`config.mk`:
```
export PLATFORM = sky130hd
export DESIGN_NAME = l2_ctrl
export DESIGN_NICKNAME = d
export VERILOG_FILES = /design/src/rtl/l2_ctrl.sv
export SDC_FILE = /design/constraint.sdc
export NUM_CORES = 1
export LEC_CHECK = 0
export ABC_AREA = 1
export CORE_AREA = 2 2 144 146
export CTS_BUF_LIST = sky130_fd_sc_hd__clkbuf_2
export DETAILED_ROUTE_END_ITERATION = 10
export DIE_AREA = 0 0 146 148
export PLACE_DENSITY = 0.62
export SYNTH_ARGS = -nofsm -noshare
export SYNTH_HDL_FRONTEND = slang
export SYNTH_SLANG_ARGS = --single-unit
export TNS_END_PERCENT = 20
```
`constraint.sdc`:
```
create_clock -name clk -period 3 [get_ports clk]
set_input_delay 0.45 -clock clk [delete_from_list [all_inputs] [get_ports clk]]
set_output_delay 0.45 -clock clk [all_outputs]
set_load 0.02 [all_outputs]
```
`src/rtl/l2_ctrl.sv`:
```
// L2 sequencing controller: lookup, 4-word line fill on read miss, write-through.
// Define L2_CTRL_CWF_EN for critical-word-first fill ordering.
module l2_ctrl #(
  parameter int DATA_WIDTH = 32,
  parameter int ADDR_WIDTH = 32,
  parameter int LINE_SIZE  = 16
) (
  input  logic                  clk,
  input  logic                  rst,
  input  logic                  cpu_req,
  input  logic                  cpu_we,
  input  logic [ADDR_WIDTH-1:0] cpu_addr,
  input  logic [DATA_WIDTH-1:0] cpu_wdata,
  output logic [DATA_WIDTH-1:0] cpu_rdata,
  output logic                  cpu_ready,
  output logic                  cpu_busy,
  output logic                  l2_valid,
  output logic                  l2_we,
  output logic [ADDR_WIDTH-1:0] l2_addr,
  output logic [DATA_WIDTH-1:0] l2_wdata,
  input  logic [DATA_WIDTH-1:0] l2_rdata,
  input  logic                  l2_hit,
  output logic                  fill_en,
  output logic [ADDR_WIDTH-1:0] fill_addr,
  output logic [DATA_WIDTH-1:0] fill_data,
  output logic                  fill_mark_valid,
  output logic                  mm_req,
  output logic                  mm_we,
  output logic [ADDR_WIDTH-1:0] mm_addr,
  output logic [DATA_WIDTH-1:0] mm_wdata,
  input  logic                  mm_ready,
  input  logic [DATA_WIDTH-1:0] mm_rdata
);

  localparam int BOFF = $clog2(DATA_WIDTH / 8);
  localparam int LOFF = $clog2(LINE_SIZE);
  localparam int CW   = LOFF - BOFF;
  localparam logic [CW-1:0] LAST = '1;

  typedef enum logic [2:0] {
    IDLE, LOOKUP, FILL, WRITE, RESP
  } state_t;

  state_t                state_q, state_d;
  logic                  we_q, we_d;
  logic [ADDR_WIDTH-1:0] addr_q, addr_d;
  logic [DATA_WIDTH-1:0] wdata_q, wdata_d;
  logic [DATA_WIDTH-1:0] rdata_q, rdata_d;
  logic [CW-1:0]         cnt_q, cnt_d;
  logic [CW-1:0]         widx, idx;
  logic [ADDR_WIDTH-1:0] fill_a;

  assign widx = addr_q[LOFF-1:BOFF];

`ifdef L2_CTRL_CWF_EN
  // Wrapping order: the requested word is always the first transfer.
  assign idx = widx + cnt_q;
`else
  assign idx = cnt_q;
`endif

  assign fill_a = {addr_q[ADDR_WIDTH-1:LOFF], idx, {BOFF{1'b0}}};

  always_ff @(posedge clk) begin
    if (rst) begin
      state_q <= IDLE;
      we_q    <= 1'b0;
      addr_q  <= '0;
      wdata_q <= '0;
      rdata_q <= '0;
      cnt_q   <= '0;
    end else begin
      state_q <= state_d;
      we_q    <= we_d;
      addr_q  <= addr_d;
      wdata_q <= wdata_d;
      rdata_q <= rdata_d;
      cnt_q   <= cnt_d;
    end
  end

  always_comb begin
    state_d = state_q;
    we_d    = we_q;
    addr_d  = addr_q;
    wdata_d = wdata_q;
    rdata_d = rdata_q;
    cnt_d   = cnt_q;
    case (state_q)
      IDLE: begin
        if (cpu_req) begin
          we_d    = cpu_we;
          addr_d  = cpu_addr;
          wdata_d = cpu_wdata;
          state_d = LOOKUP;
        end
      end
      LOOKUP: begin
        if (we_q) begin
          state_d = WRITE;
        end else if (l2_hit) begin
          rdata_d = l2_rdata;
          state_d = RESP;
        end else begin
          cnt_d   = '0;
          state_d = FILL;
        end
      end
      FILL: begin
        if (mm_ready) begin
          if (idx == widx) rdata_d = mm_rdata;
          cnt_d = cnt_q + 1'b1;
          if (cnt_q == LAST) state_d = RESP;
        end
      end
      WRITE: begin
        if (mm_ready) state_d = RESP;
      end
      RESP:    state_d = IDLE;
      default: state_d = IDLE;
    endcase
  end

  always_comb begin
    cpu_rdata       = rdata_q;
    cpu_ready       = 1'b0;
    cpu_busy        = (state_q != IDLE);
    l2_valid        = 1'b0;
    l2_we           = 1'b0;
    l2_addr         = '0;
    l2_wdata        = '0;
    fill_en         = 1'b0;
    fill_addr       = '0;
    fill_data       = '0;
    fill_mark_valid = 1'b0;
    mm_req          = 1'b0;
    mm_we           = 1'b0;
    mm_addr         = '0;
    mm_wdata        = '0;
    case (state_q)
      LOOKUP: begin
        l2_valid = 1'b1;
        l2_we    = we_q;
        l2_addr  = addr_q;
        l2_wdata = wdata_q;
      end
      FILL: begin
        mm_req  = 1'b1;
        mm_addr = fill_a;
        if (mm_ready) begin
          fill_en         = 1'b1;
          fill_addr       = fill_a;
          fill_data       = mm_rdata;
          fill_mark_valid = (cnt_q == LAST);
        end
      end
      WRITE: begin
        mm_req   = 1'b1;
        mm_we    = 1'b1;
        mm_addr  = addr_q;
        mm_wdata = wdata_q;
      end
      RESP:    cpu_ready = 1'b1;
      default: ;
    endcase
  end

endmodule
```
* Word-level counts from Yosys, hierarchy flattened *
Index checks and enable logic that the tools add are counted.

storage, ports and cells
  input bits = 134
  word-level logic and storage cells = 62
  register bits = 102

operators by class
  reduce and logical (&&, ||, !) cells = 8
  equal/unequal tests = 14
  muxes and demuxes = 33
  $add $sub $neg = 1

operators by type and width
  operator               count
  $mux W32               11
  $pmux W32 S2           2
  $mux W3                6
  $ne A2 B2 Y1 const B   8
  $pmux W3 S4            1
  $mux W1                9
  $reduce_and A4 Y1      2
  $eq A3 B2 Y1 const B   2
  $mux W2                3
  $reduce_and A5 Y1      1
  $pmux W2 S2            1
  $eq A3 B1 Y1 const B   1
  $eq A3 B3 Y1 const B   1
  $logic_not A3 Y1       1
  $reduce_bool A3 Y1     1
  $add A2 B1 Y2 const B  1
  $eq A2 B2 Y1           1
  $eq A2 B2 Y1 const B   1
  $reduce_and A2 Y1      1
  $reduce_bool A2 Y1     1
  $reduce_or A2 Y1       1

* Longest topological paths before layout *
  word-level depth = 4
  depth in mapped cells = 9

* Least setup slack after synthesis *
OpenSTA, ideal clock, no wires.

  path kind = register -> output
  start = register state_q[2]
  end = output mm_wdata[10]
  data arrival time = 1.551 ns
  required time = 2.550 ns
  path buffers = 1
  stages on the path, launching flop included = 7
  slack = 0.999 ns
  cells stage by stage = dfxtp_1 -> inv_1 -> nand2_1 -> nor2_1 -> inv_2 -> buf_2 -> nor2_1

on the way
  longest elaborated chain between the ends = 2

ends and longest elaborated chain
  element                   RTL line  text
  start: declaration        44        state_t state_q, state_d;
  start signal: assignment  73        state_q <= state_d;
  $eq A3 B2 Y1              140       case (state_q)
  $mux W32                  140
  end: declaration          30        output logic [DATA_WIDTH-1:0] mm_wdata,

Every way passes these cells.

* Worst setup path after layout *
  start = register state_q[1]
  end = output fill_data[23]

on the way
  longest elaborated chain between the ends = 2

ends and longest elaborated chain
  element           RTL line  text
  $eq A3 B2 Y1      140
  $mux W32          140
  end: declaration  25        output logic [DATA_WIDTH-1:0] fill_data,

Every way passes these cells.

==> results.py <==
metrics = {
    "grt": {
        "met2_usage": 0.325,
        "grt-ovfl-total": 0,
        "grt_first_pass_wirelength_um": 31600,
        "grt_pass1_vias": 5931,
        "antenna_found_initial": 2,
        "grt_max_degree": 65,
        "grtUsageMet3": 0.0556,
        "gr-usage-met1": 0.207,
        "grt.total_usage": 0.180,
        "grt_busiest_layer": "met2",
    },
    "critical_path": {
        "crit_path_end_kind": "primary output",
        "cp_num_buf_inv": 4,
        "crit_slowest_cell": "dfxtp_4",
        "crit_chain": "inv_2, nor2_4, nand2_8, nor2_8, inv_2, buf_4, nor2_1, dlygate4sd2_1",
        "timing_worst_setup_path_type": "reg -> out",
        "critical_path_arrival_ps": 2360,
        "r2r-end": "addr_q[21]$_SDFFE_PP0P_",
        "reg2reg_from": "state_q[2]$_SDFFE_PP0P_",
        "r2r_cells": 5,
        "crit_top_cell": "inv_2",
        "cp_max_fo": 27,
        "cp.required_ps": 2550,
        "start_kind": "register",
        "cpLargestDelayFamily": "buffers and inverters",
        "cp_slowest_stage_delay_ps": 450,
        "rrSetupSlack_ps": 1000,
    },
    "sta": {
        "tns_ps": 0,
        "hold_violations": 0,
        "clock-skew-final_ps": 41.3,
        "finalSetupViolCount": 0,
        "rsz0062_at_grt": "yes",
        "tightest_slew_ps": 700,
        "fmax_ghz": 0.356,
        "finalCriticalPeriod_ps": 2810,
        "slew_violations": 0,
        "finalCritPeriodShare": 0.936,
        "relSlewSlack": 0.533,
    },
    "detailed_routing": {
        "wl_per_cell_um": 14.1,
        "drt-initial-drc-count": 182,
        "vias": 6415,
        "postRouteAntennaNets": 0,
        "routed_via_density": 4.37,
        "wirelength_um": 20700,
        "first_pass_iters": 4,
        "drcViolationCount": 0,
    },
    "min_path": {
        "hold_path_class": "in -> reg",
        "min_to": "wdata_q[14]$_SDFFE_PP0P_",
        "worstHoldStart": "cpu_wdata[14]",
        "holdPathStages": 3,
    },
    "placement": {
        "gp_congestion": 0.798,
        "detailed_place_hpwl_um": 15300,
        "place_inst": 1451,
        "io_buffers": 363,
    },
    "logic_synthesis": {
        "synth.top_cell.area_share": 0.375,
        "syn_area_um2": 5440,
        "syn_inst": 871,
        "ys_ff_latch": 102,
        "yosysTopAreaCell": "dfxtp_1",
        "ys_top_cells_by_area": "dfxtp_1 38%, nor2_1 16%, inv_1 9.5%",
        "async_flop_share": 0,
        "avgSynthCellArea_um2": 6.25,
        "yosys-top-cells-count": "230 x nor2_1, 138 x inv_1, 102 x dfxtp_1",
        "yosys_warnings": 0,
        "synth-edff-count": 0,
        "seq_area_frac_synth": 0.375,
        "yosysMostFrequentCell": "nor2_1",
        "synth-main-ff-cell": "dfxtp_1",
        "synthDistinctLibCells": 26,
    },
    "floorplan": {
        "initial_core_util": 0.271,
        "fp.dieH_um": 148,
        "die-area_um2": 21600,
        "design.portCount": 366,
        "rows": 52,
        "fp.dieW_um": 146,
        "core-area_um2": 20000,
    },
    "power": {
        "power_density_nw_per_um2": 661,
        "p_leak_nw": 5.68,
        "ir_worst_vdd_mv": 0.448,
        "power_mw": 6.33,
    },
    "cells_and_area": {
        "drive_gt1_frac": 0.0435,
        "nNetsFinal": 1327,
        "fin_cells": 1468,
        "syn2layout_area_growth_pct": 75.9,
    },
    "clock_tree": {
        "post_cts_resized": 49,
        "cts_max_level": 3,
        "numClockSinks": 102,
        "cts_buffer_depth": 2,
        "clock_latency_ps": 580,
        "clockRootBuffer": "clkbuf_2",
        "ctsHoldBuffers": 0,
        "cts_tree": "built",
        "clkTransAtPathRegs_ps": 300,
        "cts_buffers": 9,
        "cts_setup_buffers": 0,
    },
    "flow_run": {
        "cap_violations": 0,
    },
    "run_status": {
        "status": "completed",
    },
}
[worst max path at each step]
stage,from,end,slack [ps],cells after the start
2_1_floorplan,state_q[2]$_SDFFE_PP0P_,mm_wdata[10],1000,6
3_3_place_gp,mm_ready,fill_data[24],320,7
3_5_place_dp,mm_ready,fill_data[6],220,7
4_1_cts,state_q[1]$_SDFFE_PP0P_,fill_data[9],-150,8
5_1_grt,state_q[2]$_SDFFE_PP0P_,mm_wdata[12],-30,6
6_report,state_q[1]$_SDFFE_PP0P_,fill_data[23],190,8
[routing by layer]
layer  up-vias  wire length, µm
met3        12             1620
met2       239            10200
met1      2856             8560
li1       3308                -
met5         -                0
met4         0              245
[flip-flops by register name (all words and copies together), names as in the netlist]
| name | cells |
|---|---|
| addr_q | 32 |
| we_q | 1 |
| cnt_q | 2 |
| wdata_q | 32 |
| state_q | 3 |
| cpu_rdata | 32 |
[final cells by class]
type,count,area (µm²)
Multi-Input combinational cell,563,2560
Inverter,143,542
Clock inverter,6,86.3
Tap cell,270,338
Clock buffer,9,45.0
Antenna cell,2,5.00
Sequential cell,102,2050
Fill cell,2101,10500
Timing Repair Buffer,373,3940
[stage by stage]
stage | utilization | setup slack (ps) | area, µm² | hold slack [ps]
final | 0.478 | 192 | 9570 | 415
after detailed placement | 0.461 | 219 | 9230 | 472
after global placement | 0.461 | 315 | 9230 | 463
after CTS | 0.466 | -148 | 9340 | 331
after floorplan | - | 999 | 5440 | 450
after global routing | 0.478 | -33.8 | 9570 | 343
[worst register-to-register path, cell delays in order (launching register included)]
cell and delay, ps:
dfxtp_2 440, nor3_1 460, nand2_4 380, buf_12 320, o21ai_0 250, a21oi_1 60
[cell families (layout without fill, tap and decap cells)]
logic type               Yosys count  after routing  synth area share
XOR/XNOR                           1              1           0.00161
buffers and inverters            207            531             0.160
AND/OR/NAND/NOR                  359            359             0.276
flip-flops                       102            102             0.375
other                              1              4          0.000689
adder cells (fa/ha/maj)            1              1           0.00230
AO/OA/AOI/OAI                    200            200             0.184
[layout by cell type, fill, tap and decap left out, types with 4 or more instances in the layout]
cell,netlist,routed
nand3_2,10,11
buf_4,6,4
nand2_1,85,83
buf_12,0,5
dlymetal6s2s_1,0,89
clkbuf_2,3,10
nand3_1,26,25
inv_1,138,138
o21ai_0,97,97
clkdlybuf4s50_1,0,233
nor2_1,230,229
dfxtp_1,102,99
dlygate4sd2_1,0,39
inv_2,4,4
a21oi_1,100,100
[power breakdown]
part | total, mW | internal, mW | switching, mW
logic | 3.63 | 1.39 | 2.23
registers | 1.95 | 1.79 | 0.161
clock network | 0.756 | 0.272 | 0.484
Power figures use the tool's default switching activity.
